File: src/rtl/mem_arbiter_if.sv
// Bus bundle between the pipeline requesters, the memory arbiter and the byte-wide RAM.
// slave  : arbiter view (takes requests and ram_din; drives done/data/stall and RAM outputs).
// master : requester/environment view (the mirror image of slave).
interface mem_arbiter_if #(
  parameter int unsigned ADDR_W = 32
);
  // Instruction-fetch requester
  logic              if_req;
  logic [ADDR_W-1:0] if_addr;
  logic              if_cancel;
  logic              if_done;
  logic [31:0]       if_inst;
  logic              if_stall;
  // Load/store requester
  logic              mem_req;
  logic [ADDR_W-1:0] mem_addr;
  logic [3:0]        mem_width;
  logic [31:0]       mem_wdata;
  logic              mem_done;
  logic [31:0]       mem_rdata;
  logic              mem_stall;
  // Byte-wide RAM port
  logic [ADDR_W-1:0] ram_a;
  logic              ram_wr;
  logic [7:0]        ram_dout;
  logic [7:0]        ram_din;

  modport slave (
    input  if_req, if_addr, if_cancel, mem_req, mem_addr, mem_width, mem_wdata, ram_din,
    output if_done, if_inst, if_stall, mem_done, mem_rdata, mem_stall, ram_a, ram_wr, ram_dout
  );

  modport master (
    output if_req, if_addr, if_cancel, mem_req, mem_addr, mem_width, mem_wdata, ram_din,
    input  if_done, if_inst, if_stall, mem_done, mem_rdata, mem_stall, ram_a, ram_wr, ram_dout
  );
endinterface

File: src/rtl/mem_arbiter.sv
// Byte-serial memory controller sharing one 8-bit RAM port between instruction fetch
// (32-bit reads) and the MEM stage (byte/half/word loads and stores).
// Ports:
//   clk    - clock, rising edge
//   rst    - synchronous active-high reset
//   bus_io - mem_arbiter_if.slave: fetch and load/store handshakes, stalls and RAM port
// MEM requests win over fetch in IDLE. Reads take n+2 cycles from acceptance to done,
// stores n+1. All RAM-side outputs, done pulses and result words are registered.
module mem_arbiter #(
  parameter int unsigned ADDR_W = 32
) (
  input logic             clk,
  input logic             rst,
  mem_arbiter_if.slave    bus_io
);

  typedef enum logic [2:0] {StIdle, StIfRd, StMemRd, StMemWr, StDone} state_e;

  state_e            state_q, state_d;
  logic [ADDR_W-1:0] base_q, base_d;
  logic [ADDR_W-1:0] ram_a_q, ram_a_d;
  logic [2:0]        len_q, len_d;
  logic [2:0]        cnt_q, cnt_d;
  logic [2:0]        width_q, width_d;
  logic [31:0]       wdata_q, wdata_d;
  logic [31:0]       buf_q, buf_d;
  logic [31:0]       if_inst_q, if_inst_d;
  logic [31:0]       mem_rdata_q, mem_rdata_d;
  logic [7:0]        ram_dout_q, ram_dout_d;
  logic              ram_wr_q, ram_wr_d;
  logic              if_done_q, if_done_d;
  logic              mem_done_q, mem_done_d;

  logic [2:0]        cnt_nxt;
  logic [1:0]        lane;
  logic [ADDR_W-1:0] addr_nxt;

  assign cnt_nxt  = cnt_q + 3'd1;
  // In a read state, cycle cnt captures the byte addressed in cycle cnt-1.
  assign lane     = 2'(cnt_q - 3'd1);
  assign addr_nxt = base_q + ADDR_W'(cnt_nxt);

  // Transfer length in bytes; unknown codes fall back to a single byte.
  function automatic logic [2:0] len_of(input logic [2:0] w);
    case (w)
      3'b010, 3'b110: len_of = 3'd2;
      3'b100:         len_of = 3'd4;
      default:        len_of = 3'd1;
    endcase
  endfunction

  // Load extension; unknown codes behave as unsigned byte.
  function automatic logic [31:0] extend(input logic [31:0] raw, input logic [2:0] w);
    case (w)
      3'b001:  extend = {{24{raw[7]}}, raw[7:0]};
      3'b010:  extend = {{16{raw[15]}}, raw[15:0]};
      3'b100:  extend = raw;
      3'b110:  extend = {16'h0000, raw[15:0]};
      default: extend = {24'h000000, raw[7:0]};
    endcase
  endfunction

  always_comb begin
    state_d     = state_q;
    base_d      = base_q;
    ram_a_d     = ram_a_q;
    len_d       = len_q;
    cnt_d       = cnt_q;
    width_d     = width_q;
    wdata_d     = wdata_q;
    buf_d       = buf_q;
    if_inst_d   = if_inst_q;
    mem_rdata_d = mem_rdata_q;
    ram_dout_d  = ram_dout_q;
    ram_wr_d    = 1'b0;
    if_done_d   = 1'b0;
    mem_done_d  = 1'b0;

    unique case (state_q)
      StIdle: begin
        if (bus_io.mem_req) begin
          base_d  = bus_io.mem_addr;
          ram_a_d = bus_io.mem_addr;
          len_d   = len_of(bus_io.mem_width[2:0]);
          width_d = bus_io.mem_width[2:0];
          wdata_d = bus_io.mem_wdata;
          cnt_d   = 3'd0;
          buf_d   = 32'h0;
          if (bus_io.mem_width[3]) begin
            state_d    = StMemWr;
            ram_wr_d   = 1'b1;
            ram_dout_d = bus_io.mem_wdata[7:0];
          end else begin
            state_d = StMemRd;
          end
        end else if (bus_io.if_req && !bus_io.if_cancel) begin
          state_d = StIfRd;
          base_d  = bus_io.if_addr;
          ram_a_d = bus_io.if_addr;
          len_d   = 3'd4;
          cnt_d   = 3'd0;
          buf_d   = 32'h0;
        end
      end

      StIfRd, StMemRd: begin
        if (state_q == StIfRd && bus_io.if_cancel) begin
          // Partial bytes stay in buf_q and never reach if_inst.
          state_d = StIdle;
          cnt_d   = 3'd0;
        end else begin
          if (cnt_q != 3'd0) begin
            buf_d[{lane, 3'b000} +: 8] = bus_io.ram_din;
          end
          if (cnt_nxt < len_q) begin
            ram_a_d = addr_nxt;
          end
          cnt_d = cnt_nxt;
          if (cnt_q == len_q) begin
            state_d = StDone;
            cnt_d   = 3'd0;
            if (state_q == StIfRd) begin
              if_done_d = 1'b1;
              if_inst_d = buf_d;
            end else begin
              mem_done_d  = 1'b1;
              mem_rdata_d = extend(buf_d, width_q);
            end
          end
        end
      end

      StMemWr: begin
        if (cnt_nxt < len_q) begin
          ram_a_d    = addr_nxt;
          ram_dout_d = wdata_q[{cnt_nxt[1:0], 3'b000} +: 8];
          ram_wr_d   = 1'b1;
          cnt_d      = cnt_nxt;
        end else begin
          state_d    = StDone;
          mem_done_d = 1'b1;
          cnt_d      = 3'd0;
        end
      end

      StDone: begin
        // Requests are never taken here; the requester drops req this cycle.
        state_d = StIdle;
      end

      default: state_d = StIdle;
    endcase
  end

  always_ff @(posedge clk) begin
    if (rst) begin
      state_q     <= StIdle;
      base_q      <= '0;
      ram_a_q     <= '0;
      len_q       <= 3'd0;
      cnt_q       <= 3'd0;
      width_q     <= 3'd0;
      wdata_q     <= 32'h0;
      buf_q       <= 32'h0;
      if_inst_q   <= 32'h0;
      mem_rdata_q <= 32'h0;
      ram_dout_q  <= 8'h00;
      ram_wr_q    <= 1'b0;
      if_done_q   <= 1'b0;
      mem_done_q  <= 1'b0;
    end else begin
      state_q     <= state_d;
      base_q      <= base_d;
      ram_a_q     <= ram_a_d;
      len_q       <= len_d;
      cnt_q       <= cnt_d;
      width_q     <= width_d;
      wdata_q     <= wdata_d;
      buf_q       <= buf_d;
      if_inst_q   <= if_inst_d;
      mem_rdata_q <= mem_rdata_d;
      ram_dout_q  <= ram_dout_d;
      ram_wr_q    <= ram_wr_d;
      if_done_q   <= if_done_d;
      mem_done_q  <= mem_done_d;
    end
  end

  assign bus_io.ram_a     = ram_a_q;
  assign bus_io.ram_wr    = ram_wr_q;
  assign bus_io.ram_dout  = ram_dout_q;
  assign bus_io.if_done   = if_done_q;
  assign bus_io.if_inst   = if_inst_q;
  assign bus_io.mem_done  = mem_done_q;
  assign bus_io.mem_rdata = mem_rdata_q;
  assign bus_io.if_stall  = bus_io.if_req & ~if_done_q;
  assign bus_io.mem_stall = bus_io.mem_req & ~mem_done_q;

endmodule

File: src/flat_wrapper.sv
// flat-port wrapper written by rule: the top's interface ports become plain ports
module mem_arbiter_flat 
#(
  parameter int unsigned ADDR_W = 32
)
  (clk, rst, bus_io_if_req, bus_io_if_addr, bus_io_if_cancel, bus_io_mem_req, bus_io_mem_addr, bus_io_mem_width, bus_io_mem_wdata, bus_io_ram_din, bus_io_if_done, bus_io_if_inst, bus_io_if_stall, bus_io_mem_done, bus_io_mem_rdata, bus_io_mem_stall, bus_io_ram_a, bus_io_ram_wr, bus_io_ram_dout);
  mem_arbiter_if #(.ADDR_W(ADDR_W)) bus_io_i ();
  input logic clk;
  input logic rst;
  input wire logic [$bits(bus_io_i.if_req)-1:0] bus_io_if_req;
  input wire logic [$bits(bus_io_i.if_addr)-1:0] bus_io_if_addr;
  input wire logic [$bits(bus_io_i.if_cancel)-1:0] bus_io_if_cancel;
  input wire logic [$bits(bus_io_i.mem_req)-1:0] bus_io_mem_req;
  input wire logic [$bits(bus_io_i.mem_addr)-1:0] bus_io_mem_addr;
  input wire logic [$bits(bus_io_i.mem_width)-1:0] bus_io_mem_width;
  input wire logic [$bits(bus_io_i.mem_wdata)-1:0] bus_io_mem_wdata;
  input wire logic [$bits(bus_io_i.ram_din)-1:0] bus_io_ram_din;
  output wire logic [$bits(bus_io_i.if_done)-1:0] bus_io_if_done;
  output wire logic [$bits(bus_io_i.if_inst)-1:0] bus_io_if_inst;
  output wire logic [$bits(bus_io_i.if_stall)-1:0] bus_io_if_stall;
  output wire logic [$bits(bus_io_i.mem_done)-1:0] bus_io_mem_done;
  output wire logic [$bits(bus_io_i.mem_rdata)-1:0] bus_io_mem_rdata;
  output wire logic [$bits(bus_io_i.mem_stall)-1:0] bus_io_mem_stall;
  output wire logic [$bits(bus_io_i.ram_a)-1:0] bus_io_ram_a;
  output wire logic [$bits(bus_io_i.ram_wr)-1:0] bus_io_ram_wr;
  output wire logic [$bits(bus_io_i.ram_dout)-1:0] bus_io_ram_dout;
  assign bus_io_i.if_req = bus_io_if_req;
  assign bus_io_i.if_addr = bus_io_if_addr;
  assign bus_io_i.if_cancel = bus_io_if_cancel;
  assign bus_io_i.mem_req = bus_io_mem_req;
  assign bus_io_i.mem_addr = bus_io_mem_addr;
  assign bus_io_i.mem_width = bus_io_mem_width;
  assign bus_io_i.mem_wdata = bus_io_mem_wdata;
  assign bus_io_i.ram_din = bus_io_ram_din;
  assign bus_io_if_done = bus_io_i.if_done;
  assign bus_io_if_inst = bus_io_i.if_inst;
  assign bus_io_if_stall = bus_io_i.if_stall;
  assign bus_io_mem_done = bus_io_i.mem_done;
  assign bus_io_mem_rdata = bus_io_i.mem_rdata;
  assign bus_io_mem_stall = bus_io_i.mem_stall;
  assign bus_io_ram_a = bus_io_i.ram_a;
  assign bus_io_ram_wr = bus_io_i.ram_wr;
  assign bus_io_ram_dout = bus_io_i.ram_dout;
  mem_arbiter #(.ADDR_W(ADDR_W)) u_core (.clk(clk), .rst(rst), .bus_io(bus_io_i));
endmodule
File: config.mk
export PLATFORM = sky130hd
export DESIGN_NAME = mem_arbiter_flat
export DESIGN_NICKNAME = d
export VERILOG_FILES = /design/src/rtl/mem_arbiter_if.sv /design/src/rtl/mem_arbiter.sv /design/src/flat_wrapper.sv
export SDC_FILE = /design/constraint.sdc
export NUM_CORES = 1
export LEC_CHECK = 0
export BUFFER_PORTS_ARGS = -buffer_cell sky130_fd_sc_hd__buf_4
export CORE_ASPECT_RATIO = 2
export CORE_UTILIZATION = 54
export DETAILED_ROUTE_END_ITERATION = 16
export PLACE_DENSITY = 0.82
export SYNTH_ARGS = -nofsm -noshare
export SYNTH_HDL_FRONTEND = slang
export SYNTH_SLANG_ARGS = --single-unit
File: constraint.sdc
create_clock -name clk -period 4.7 [get_ports clk]
set_input_delay 0.235 -clock clk [delete_from_list [all_inputs] [get_ports clk]]
set_output_delay 0.235 -clock clk [all_outputs]
set_load 0.02 [all_outputs]
# After elaboration in Yosys (flattened, before gate mapping)
# Index checks and enable logic that the tools add are counted.
[totals]
wordCells = 111
out_inout_bits = 109
regBits = 215
in_bits = 113
[classes]
shifts = 3
n_eq_ne = 18
add_sub_neg = 4
mux = 42
reduce_logical = 21
bitwise = 8
magnitude_cmp = 1
[ops]
columns = ["operator", "count"]
rows = [
  ["32-bit two-way mux", 8],
  ["32-bit one-hot mux with 4 select lines", 1],
  ["32-bit one-hot mux with 3 select lines", 1],
  ["32-bit one-hot mux with 2 select lines", 1],
  ["3-bit two-way mux", 12],
  ["32-bit by 3-bit adder with 32-bit output", 1],
  ["32-bit bitwise mux", 1],
  ["8-bit by 7-bit variable shift with 32-bit output, first input constant", 1],
  ["32-bit by 6-bit variable part select with 8-bit output", 1],
  ["8-bit by 7-bit variable part select with 32-bit output", 1],
  ["8-bit two-way mux", 3],
  ["3-bit one-hot mux with 3 select lines", 2],
  ["8-bit one-hot mux with 2 select lines", 1],
  ["3-bit by 2-bit == test with 1-bit output, second input constant", 4],
  ["3-bit == test, second input constant", 4],
  ["4-bit AND reduction", 3],
  ["1-bit two-way mux", 9],
  ["3-bit AND reduction", 3],
  ["2-bit inequality test, second input constant", 4],
  ["5-bit negation with 7-bit output", 1],
  ["3-bit by 1-bit == test with 1-bit output, second input constant", 2],
  ["1-bit NOT", 6],
  ["3-bit one-hot mux with 2 select lines", 1],
  ["2-bit AND reduction", 3],
  ["16 further kinds", 23],
]

# Longest topological paths before layout
# Gate-level depths: netlist of run 1.
[logic_depth]
depth_word = 7
ltp_mapped = 12

# Worst setup path after synthesis of run 1
# Ideal clock, no wire load.
[synth_timing]
kind = "reg-to-reg"
start = "register u_core.cnt_q[0]"
end = "register u_core.ram_a_q[20], in the netlist u_core.bus_io.ram_a[20]"
stages_incl_launch_ff = 13
setup_slack_ns = 1.321
n_path_buf = 3
setup_time_ns = 0.061
arrival_ns = 3.318
path_cell_list = "dfxtp_1 -> buf_1 -> inv_1 -> ha_1 -> buf_2 -> inv_1 -> fa_1 -> nor2b_1 -> clkbuf_1 -> o2111ai_1 -> or4_1 -> nand3_1 -> a32o_1"
[synth_between]
elab_chain_len = 5
[synth_lines]
columns = ["element", "line_no", "source"]
rows = [
  ["start: declaration", "mem_arbiter.sv:23", "logic [2:0] cnt_q, cnt_d;"],
  ["start signal: assignment", "mem_arbiter.sv:176", "cnt_q <= cnt_d;"],
  ["3-bit by 1-bit adder with 3-bit output (*)", "mem_arbiter.sv:38", "assign cnt_nxt = cnt_q + 3'd1;"],
  ["32-bit by 3-bit adder with 32-bit output / 3-bit < comparator (equally long branches)", "mem_arbiter.sv:41, mem_arbiter.sv:115, mem_arbiter.sv:134", ""],
  ["32-bit two-way mux (*)", "mem_arbiter.sv:115, mem_arbiter.sv:134", ""],
  ["32-bit two-way mux", "mem_arbiter.sv:107", "if (state_q == StIfRd && bus_io.if_cancel) begin"],
  ["32-bit one-hot mux with 3 select lines (*)", "mem_arbiter.sv:79", "unique case (state_q)"],
  ["end signal: assignment", "mem_arbiter.sv:174", "ram_a_q <= ram_a_d;"],
  ["end: declaration", "mem_arbiter.sv:21", "logic [ADDR_W-1:0] ram_a_q, ram_a_d;"],
]
# Mark *: on every way between the ends. The rest lies on a longest branch, timed or not. The select of a mux whose other input is x is not followed.
# A chain may end at the register's enable or synchronous reset.

# Final worst setup path of run 1
# Same ends and word-level chain as after synthesis.

==> impl_metrics.csv, run 1 <==
group,metric,value,unit
run_status,run_status,"completed",
timing,setup_viol,0,
synthesis,async_reset_ff_frac,0,
finish,drive_above_1_share,0.230,
floorplan,die_x,96.5,um
critical_path,slowest_stage,"dfxtp_1",
critical_path,crit_path_frequent_cell,"inv_1",
grt,grt_pass1_vias,8450,
critical_path,crit_start,"u_core.cnt_q[0]",
timing,slew_headroom,0.126,
critical_path,setup.worst_path.class,"reg2reg",
place,gp_congestion,0.903,
power,comb_power_share,0.192,
timing,whs,0.00647,ns
route,post-route-drc-count,0,
clocking,clock_sinks,215,
synthesis,synthesis.area,0.00965,mm2
clocking,cts_inserted_buffers,19,
critical_path,cp.depth,10,
grt,grt_max_degree,86,
power,p_total,4.68,mW
clocking,hold_buffers,9,
worst_hold_path,min_path_type,"in2reg",
power,peakVddDrop,0.349,mV
critical_path,cp_cell_sequence,"inv_1, ha_1, buf_4, inv_1, fa_1, nor2b_1, o2111ai_1, o31ai_1, nand3_1, a32o_1",
clocking,clkLatencyLatePin,0.49,ns
power,p_clk_frac,0.362,
place,place_ws,0.719,ns
route,finalWirelength,28000,um
power,p_leak,4.80,nW
synthesis,synth_cells,1089,
place,port_buffers,221,
power,power.switching,1.35,mW
floorplan,core,0.0174,mm2
timing,fin_crit,4.16,ns
finish,final_nets,1396,
grt,antenna_found_initial,0,
power,switching_share,0.289,
critical_path,critPathBufInv,3,
finish,area_growth,25.1,%
critical_path,crit_path_end,"u_core.bus_io.ram_a[20]",
place,hpwlAfterDp,20200,um
synthesis,synth_cell_type_count,68,
critical_path,r2r_slack,0.54,ns
synthesis,synth_nets,1215,
critical_path,reg2reg_from,"u_core.cnt_q[0]",
clocking,root_buffer,"clkbuf_16",
critical_path,cpPeakStageDelay,0.83,ns
route,ant_nets,0,
synthesis,yosys_register_bits,215,
clocking,clk_pin_slew,0.07,ns
timing,slew_violations,0,
floorplan,start_util,0.556,
synthesis,dominantRegCellSynth,"dfxtp_1",
grt,grt_pass1_wl,42800,um
grt,overflow,0,
critical_path,arrival,4.53,ns
route,vias,8916,
timing,setup_tns,0,ns
clocking,cts_resized,0,
timing,clock_skew,0.0110,ns
floorplan,core.rowCount,68,
synthesis,yosys_warnings,0,
clocking,clockBufferDepth,3,
timing,hold_viol_final,0,
timing,fin_crit_sh,0.885,
floorplan,ioPinCount,222,
power,seqPwrFrac,0.446,
critical_path,crit_required,5.07,ns
timing,timing.fmax,240,MHz
critical_path,timing.rr.end,"u_core.bus_io.ram_a[20]",
floorplan,die_area,0.0184,mm2
clocking,htreeDepth,1,
route,via_per_inst,5.98,
critical_path,worst-path-max-fanout,19,
floorplan,die_h,191,um
power,p_int,3.33,mW
synthesis,synth_seq_area_share,0.446,
critical_path,worstSetupStartpointType,"flop",
timing,rsz0062_at_grt,"no",
flow_run,cap_violations,0,
grt,grtUsageTotal,0.299,
synthesis,synth.avg_cell_area,8.86,um2
clocking,cts_setup_buffers,0,
route,dr.first_iter.drc_count,481,
critical_path,path_delay_family,"compound AO/OA/AOI/OAI gates",
critical_path,rr_worst_depth,10,
timing,timing.final.ws_setup,0.540,ns
finish,diodes,0,
clocking,cts_tree,"yes",
route,first_pass_iters,5,
timing,worst_pin_slew,1.30,ns
route,wire_per_inst,18.8,um
power,p_per_area,388,mW/mm2
critical_path,cp-end-kind,"flop",
synthesis,synth_edf_count,0,
## layout by cell type (no fill, tap or decap), types with 6 or more instances in the layout
master,count
buf_4,230
dfxtp_1,215
nand2_1,145
nor2_1,119
a21oi_1,88
a211oi_1,50
mux2i_1,42
a22oi_1,33
inv_1,26
o21ai_0,22
xnor2_1,20
o211ai_1,19
clkbuf_16,19
nor4_1,17
a22o_1,17
a2bb2oi_1,16
nand3_1,14
ha_1,12
a221o_1,11
nor3_1,9
dlygate4sd3_1,9
nand2b_1,8
mux4_2,8
o221ai_1,8
xor2_1,7
and3_1,6
nand4_1,6
mux2_2,6
and4_1,6
o2111ai_1,6
## worst min path at each step
stage / from / to / slack [ns] / depth (start not counted)
final: bus_io_mem_wdata[29] / u_core.wdata_q[29] / 0.006 / 3
after detailed placement: u_core.bus_io.ram_dout[5] / u_core.bus_io.ram_dout[5] / 0.44 / 2
after CTS: bus_io_mem_wdata[0] / u_core.wdata_q[0] / 0.003 / 3
after global placement: u_core.bus_io.ram_dout[5] / u_core.bus_io.ram_dout[5] / 0.43 / 2
after global routing: bus_io_mem_wdata[25] / u_core.wdata_q[25] / 0.007 / 3
after floorplan: bus_io_mem_wdata[0] / u_core.wdata_q[0] / 0.37 / 2
## registers in the layout (all words and copies together) (netlist names), 8 cells and up
| name | count |
|---|---|
| u_core.bus_io.if_inst | 32 |
| u_core.wdata_q | 32 |
| u_core.bus_io.mem_rdata | 32 |
| u_core.bus_io.ram_dout | 8 |
| u_core.base_q | 32 |
| u_core.buf_q | 32 |
| u_core.bus_io.ram_a | 32 |
## worst min-delay path, delay by kind of cell
kind	cells	cell delay [ns]
compound gates	1	0.05
buf+inv	1	0.11
simple gates	1	0.05
## kinds of logic (layout without fill, tap and decap cells)
kind of cell,Yosys count,count (layout),synth area share
xor+xnor,27,27,0.0245
flops,215,215,0.446
fa+ha+maj,13,13,0.0176
compound gates,311,311,0.226
mux,56,56,0.0693
buf+inv,105,296,0.0450
simple gates,362,362,0.171
## area by class of cell
type | instances | area, um2
Clock inverter | 6 | 133
Tap cell | 210 | 263
Clock buffer | 25 | 528
Sequential cell | 215 | 4300
Timing Repair Buffer | 239 | 1820
Fill cell | 1397 | 5290
Multi-Input combinational cell | 769 | 4920
Inverter | 26 | 97.6
## metal layers
metal	GRT usage	share of wire	routed length, um	up-vias
met1	0.305	0.35	9690	4191
li1	-	-	-	4278
met3	0.0318	0.044	1230	107
met4	0.200	0.070	1970	0
met5	0	0	0	-
met2	0.550	0.54	15100	340
## power by group through the flow
stage          clock (mW)  sequential (mW)  combinational (mW)
6_report             1.70             2.09               0.899
5_1_grt              1.77             2.10               0.963
4_1_cts              1.70             2.09               0.895
3_5_place_dp            0             2.13               0.886
3_3_place_gp            0             2.12               0.870
2_1_floorplan           0             2.17               0.488
## cells in the mapped netlist, types with 4 or more instances
master / number / share of area
dfxtp_1: 215 / 0.45
nand2_1: 145 / 0.056
nor2_1: 119 / 0.046
a21oi_1: 89 / 0.046
clkbuf_1: 55 / 0.021
a211oi_1: 50 / 0.039
mux2i_1: 42 / 0.044
a22oi_1: 33 / 0.026
inv_1: 26 / 0.010
o21ai_0: 22 / 0.011
xnor2_1: 20 / 0.018
o211ai_1: 19 / 0.015
a22o_1: 17 / 0.015
nor4_1: 17 / 0.011
a2bb2oi_1: 16 / 0.015
buf_2: 14 / 0.0073
nand3_1: 14 / 0.0073
ha_1: 12 / 0.016
a221o_1: 11 / 0.011
nor3_1: 9 / 0.0047
mux4_2: 8 / 0.019
nand2b_1: 8 / 0.0052
o221ai_1: 8 / 0.0073
and4_1: 7 / 0.0064
xor2_1: 7 / 0.0064
and3_1: 6 / 0.0039
buf_1: 6 / 0.0023
mux2_2: 6 / 0.0070
nand4_1: 6 / 0.0039
o2111ai_1: 6 / 0.0054
a21boi_0: 5 / 0.0039
and2_1: 5 / 0.0032
nor2b_1: 5 / 0.0032
o22ai_1: 5 / 0.0032
o21a_1: 4 / 0.0031
o21bai_1: 4 / 0.0031
## through the flow
step	instance area, um2	util	std cells
2_1_floorplan	9650	-	1089
5_1_grt	12100	0.695	1490
6_report	12100	0.695	1490
3_5_place_dp	11300	0.652	1450
3_3_place_gp	11300	0.652	1450
4_1_cts	12100	0.695	1490
Power figures use the tool's default switching activity.
==> run 2: changes to the inputs <==
--- a/config.mk
+++ b/config.mk
@@ -6,7 +6,7 @@
 export NUM_CORES = 1
 export LEC_CHECK = 0
 export BUFFER_PORTS_ARGS = -buffer_cell sky130_fd_sc_hd__buf_4
-export CORE_ASPECT_RATIO = 2
+export CORE_ASPECT_RATIO = 0.5
 export CORE_UTILIZATION = 54
 export DETAILED_ROUTE_END_ITERATION = 16
 export PLACE_DENSITY = 0.82
==> run 2 against run 1 <==
Net effect:
- worst setup slack improved by 0.55 ns
- clock power rose by 5%
- flip-flop and latch count is the same
- global-route usage shrank 1.4 points
- cell count is 2.0% higher
- wire length fell by 4.0%
- critical path type unchanged
- largest power group unchanged
==> impl_metrics.csv, run 2 (same netlist as run 1, synthesis figures left out) <==
group,metric,value,unit
route,via_per_inst,5.91,
timing,slew_violations,0,
grt,grt_max_degree,70,
critical_path,reg2reg_from,"u_core.cnt_q[0]",
route,vias,8977,
clocking,clock_sinks,215,
critical_path,setup.worst_path.class,"reg2reg",
grt,grt_pass1_vias,8401,
timing,setup_viol,0,
clocking,cts_tree,"yes",
timing,setup_tns,0,ns
finish,diodes,0,
finish,layout_commonest_cell,"buf_4",
route,finalWirelength,26900,um
floorplan,core.rowCount,34,
finish,area_growth,26.4,%
finish,n_fill_cell,1329,
clocking,htreeDepth,1,
floorplan,die_h,96.5,um
power,p_per_area,390,mW/mm2
finish,post-route-util,0.699,
floorplan,ioPinCount,222,
timing,fin_crit,3.61,ns
critical_path,arrival,3.99,ns
worst_hold_path,min_path_type,"in2reg",
power,peakVddDrop,0.235,mV
critical_path,crit_start,"u_core.cnt_q[0]",
route,dr.first_iter.drc_count,728,
timing,clock_skew,0.00858,ns
run_status,run_status,"completed",
timing,fin_crit_sh,0.767,
place,placedCellCount,1473,
critical_path,worst-path-max-fanout,19,
power,p_leak,4.85,nW
place,dpl_cell_area,0.0113,mm2
route,post-route-drc-count,0,
clocking,cts_inserted_buffers,20,
grt,grtUsageTotal,0.285,
clocking,clockBufferDepth,3,
clocking,cts_resized,0,
critical_path,rr_worst_depth,9,
floorplan,start_util,0.553,
finish,final_nets,1400,
place,port_buffers,221,
place,hpwlAfterDp,18400,um
worst_hold_path,holdPathEnd,"u_core.wdata_q[13]",
finish,drive_above_1_share,0.233,
floorplan,die_area,0.0184,mm2
critical_path,cp-end-kind,"flop",
worst_hold_path,whs_path_depth,3,
timing,timing.fmax,277,MHz
timing,worst_pin_slew,1.17,ns
critical_path,worstSetupStartpointType,"flop",
clocking,root_buffer,"clkbuf_16",
flow_run,cap_violations,0,
critical_path,r2r_slack,1.09,ns
timing,slew_headroom,0.223,
finish,layout_common_cells,"229 x buf_4, 215 x dfxtp_1, 145 x nand2_1",
finish,finish.instance_area,0.0122,mm2
grt,antenna_found_initial,0,
grt,overflow,0,
floorplan,die_x,191,um
grt,grt_pass1_wl,42100,um
critical_path,crit_required,5.08,ns
place,gp_congestion,0.892,
floorplan,core,0.0174,mm2
route,wire_per_inst,17.7,um
timing,rsz0062_at_grt,"no",
worst_hold_path,min_from,"bus_io_mem_wdata[13]",
clocking,clk_pin_slew,0.06,ns
timing,hold_viol_final,0,
clocking,clkLatencyLatePin,0.49,ns
critical_path,timing.rr.end,"u_core.bus_io.ram_a[20]",
route,ant_nets,0,
finish,instances_no_fill,1520,
route,first_pass_iters,5,
power,p_total,4.76,mW
-- run 2: cell types whose count changed in the layout (fill, tap and decap cells not counted) --
cell | before | now
clkbuf_8 | 3 | 4
clkinv_2 | 1 | 4
dlygate4sd3_1 | 9 | 13
clkbuf_1 | 3 | 0
clkbuf_16 | 19 | 21
buf_4 | 230 | 229
-- run 2: stage by stage --
step                      hold slack, ns  setup WS [ns]
after floorplan                    0.371           1.32
after global placement             0.438           1.40
after detailed placement           0.444           1.14
after CTS                        0.00304           1.12
after global routing             0.00973          0.848
final                            0.00611           1.09
-- run 2: cell type report --
class	instances	area [um2]	share of cell area
Sequential cell	215	4300	0.353
Multi-Input combinational cell	769	4920	0.404
Clock inverter	9	148	0.0121
Tap cell	234	293	0.0240
Timing Repair Buffer	242	1850	0.152
Inverter	26	97.6	0.00800
Clock buffer	25	581	0.0476
-- run 2: what timing repair did --
action | 4_1_cts | 5_1_grt
hold buffers | 13 | 0
endpoints found under the hold margin | 13 | 0
setup buffers | 0 | 0
-- run 2: worst max-delay path by stage --
stage	endpoint	slack, ns
6_report	u_core.bus_io.ram_a[20]	1.09
5_1_grt	u_core.bus_io.ram_a[17]	0.85
4_1_cts	u_core.bus_io.ram_a[24]	1.12
3_5_place_dp	u_core.bus_io.ram_a[24]	1.14
3_3_place_gp	u_core.bus_io.ram_a[24]	1.40
2_1_floorplan	u_core.bus_io.ram_a[20]	1.32
-- run 2: power by group --
| part | leakage, nW | total (mW) | switching [mW] | internal [mW] |
|---|---|---|---|---|
| combinational | 2.74 | 0.890 | 0.530 | 0.361 |
| sequential | 1.75 | 2.08 | 0.122 | 1.96 |
| clock | 0.360 | 1.79 | 0.693 | 1.09 |
| total | 4.85 | 4.76 | 1.34 | 3.42 |
-- run 2: worst max-delay path: stages, from the launching register on --
cell       delay [ns]
dfxtp_1          0.84
inv_1            0.20
ha_1             0.36
inv_1            0.06
fa_1             0.41
nor2b_1          0.46
o2111ai_1        0.40
o31ai_1          0.32
nand3_1          0.12
a32o_1           0.32
-- run 2: layer usage --
layer,routed length [um],GRT usage,vias up
li1,-,-,4310
met1,12000,0.378,4213
met2,12500,0.481,388
met3,1780,0.0462,66
met4,618,0.0860,0
met5,0,0,-
==> run 3: changes to the inputs <==
==> constraint.sdc (replaced) <==
create_clock -name clk -period 3.6 [get_ports clk]
set_input_delay 0.18 -clock clk [delete_from_list [all_inputs] [get_ports clk]]
set_output_delay 0.18 -clock clk [all_outputs]
set_load 0.02 [all_outputs]
==> run 3 against run 2 <==
Net effect:
- utilization is 0.82 points higher
- power up 24%
- clock skew grew 0.0068 ns
- first-iteration DRC count grew 37%
- wire length is 7.3% higher
- die area stayed put
- largest power group unchanged
- sequential share of layout area down 0.41 points
- cell count increased by 1.9%
==> impl_metrics.csv, run 3 (same netlist as run 1, synthesis figures left out) <==
group,metric,value,unit
run_status,run_status,"completed",
timing,fin_crit,3.08,ns
floorplan,start_util,0.553,
timing,hold_viol_final,0,
clocking,cts_tree,"yes",
timing,whs,0.0187,ns
critical_path,path_delay_family,"simple AND/OR/NAND/NOR gates",
grt,grtUsageTotal,0.307,
finish,layout_commonest_cell,"buf_4",
power,peakVddDrop,0.351,mV
critical_path,crit_required,3.98,ns
critical_path,r2r_slack,0.52,ns
timing,timing.fmax,325,MHz
timing,clock_skew,0.0154,ns
finish,layout_common_cells,"238 x buf_4, 215 x dfxtp_1, 145 x nand2_1",
route,via_per_inst,6.08,
timing,slew_headroom,0.273,
finish,area_growth,27.9,%
critical_path,critPathBufInv,2,
floorplan,core,0.0174,mm2
grt,grt_pass1_vias,8889,
clocking,cts_inserted_buffers,20,
power,p_total,5.89,mW
route,post-route-drc-count,0,
finish,diodes,0,
timing,slew_violations,0,
flow_run,cap_violations,0,
place,port_buffers,221,
critical_path,worst-path-max-fanout,25,
clocking,root_buffer,"clkbuf_16",
critical_path,cpPeakStageDelay,0.53,ns
route,wire_per_inst,18.6,um
floorplan,core.rowCount,34,
route,vias,9418,
clocking,clockBufferDepth,3,
place,dpl_cell_area,0.0114,mm2
critical_path,cp_cell_sequence,"inv_1, ha_1, buf_4, ha_1, nand3b_1, a21oi_1, or2_2, nor3_1, a221o_1",
clocking,htreeDepth,1,
finish,final_nets,1431,
power,p_per_area,478,mW/mm2
place,gp_congestion,0.923,
floorplan,die_area,0.0184,mm2
timing,setup_viol,0,
clocking,clock_sinks,215,
clocking,cts_setup_buffers,0,
grt,overflow,0,
power,p_leak,4.93,nW
clocking,clkLatencyLatePin,0.51,ns
clocking,clk_pin_slew,0.06,ns
grt,grt_pass1_wl,45100,um
floorplan,ioPinCount,222,
critical_path,setup.worst_path.class,"reg2reg",
floorplan,die_x,191,um
route,finalWirelength,28800,um
finish,finish.instance_area,0.0123,mm2
critical_path,worstSetupStartpointType,"flop",
finish,drive_above_1_share,0.230,
critical_path,slowest_stage,"or2_2",
finish,n_fill_cell,1290,
timing,rsz0062_at_grt,"no",
timing,worst_pin_slew,1.09,ns
route,dr.first_iter.drc_count,999,
floorplan,die_h,96.5,um
route,ant_nets,0,
clocking,cts_resized,0,
critical_path,cp-end-kind,"flop",
grt,antenna_found_initial,0,
critical_path,arrival,3.46,ns
critical_path,crit_path_frequent_cell,"ha_1",
place,hpwlAfterDp,19000,um
grt,grt_max_degree,77,
timing,fin_crit_sh,0.855,
worst_hold_path,min_path_type,"in2reg",
timing,setup_tns,0,ns
route,first_pass_iters,5,
[run 3: cell types whose count changed in the layout (fill, tap and decap cells not counted), sizes merged]
cell         before  now
dlygate4sd3      13   35
buf             229  238
bufinv            4    0
clkinv            4    6
clkbuf           25   26
clkinvlp          1    0
[run 3: worst reg2reg max path: cells and delay by family (launching register included)]
family                     cells  cell delay (ns)
AOI/OAI and AO/OA              2             0.66
DFF                            1             0.48
and+or+nand+nor                3             0.81
buffers and inverters          2             0.39
adders and majority gates      2             0.61
[run 3: path summary, 6_finish.rpt]
path / from / to / cells after the start
worst max-delay path: u_core.cnt_q[1] / u_core.bus_io.ram_a[13] / 9
worst min-delay path: bus_io_mem_width[3] / u_core.state_q[0] / 3
worst max register to register: u_core.cnt_q[1] / u_core.bus_io.ram_a[13] / 9
worst min register to register: u_core.bus_io.ram_a[1] / u_core.bus_io.ram_a[1] / 2
[run 3: layout make-up]
class	instances	area [um2]	area share
clock buffers	26	543	0.0440
repair buffers	273	2140	0.173
well taps	234	293	0.0237
clock inverters	6	41.3	0.00335
multi-input cells	769	4920	0.399
flip-flops and latches	215	4300	0.349
inverters	26	97.6	0.00791
[run 3: repair_timing]
item	CTS	global route
endpoints found under the setup margin	0	0
hold buffers	34	1
hold endpoints to repair	34	1
[run 3: metal layers]
layer  global-route usage  share of wire  vias up
li1                     -              -     4377
met3               0.0516          0.083      108
met1                0.394           0.41     4416
met2                0.518           0.47      517
met4                0.129          0.037        0
met5                    0              0        -
[run 3: power by group]
group / internal [mW] / total [mW] / switching, mW
sequential: 2.56 / 2.72 / 0.161
combinational: 0.495 / 1.20 / 0.705
clock: 1.06 / 1.97 / 0.908
total: 4.12 / 5.89 / 1.77
[run 3: per-stage QoR]
stage          setup WS [ns]  std cells   util
2_1_floorplan          0.221       1089      -
3_3_place_gp           0.789       1482  0.654
3_5_place_dp           0.616       1482  0.654
4_1_cts                0.600       1548  0.707
5_1_grt                0.333       1549  0.707
6_report               0.523       1549  0.707
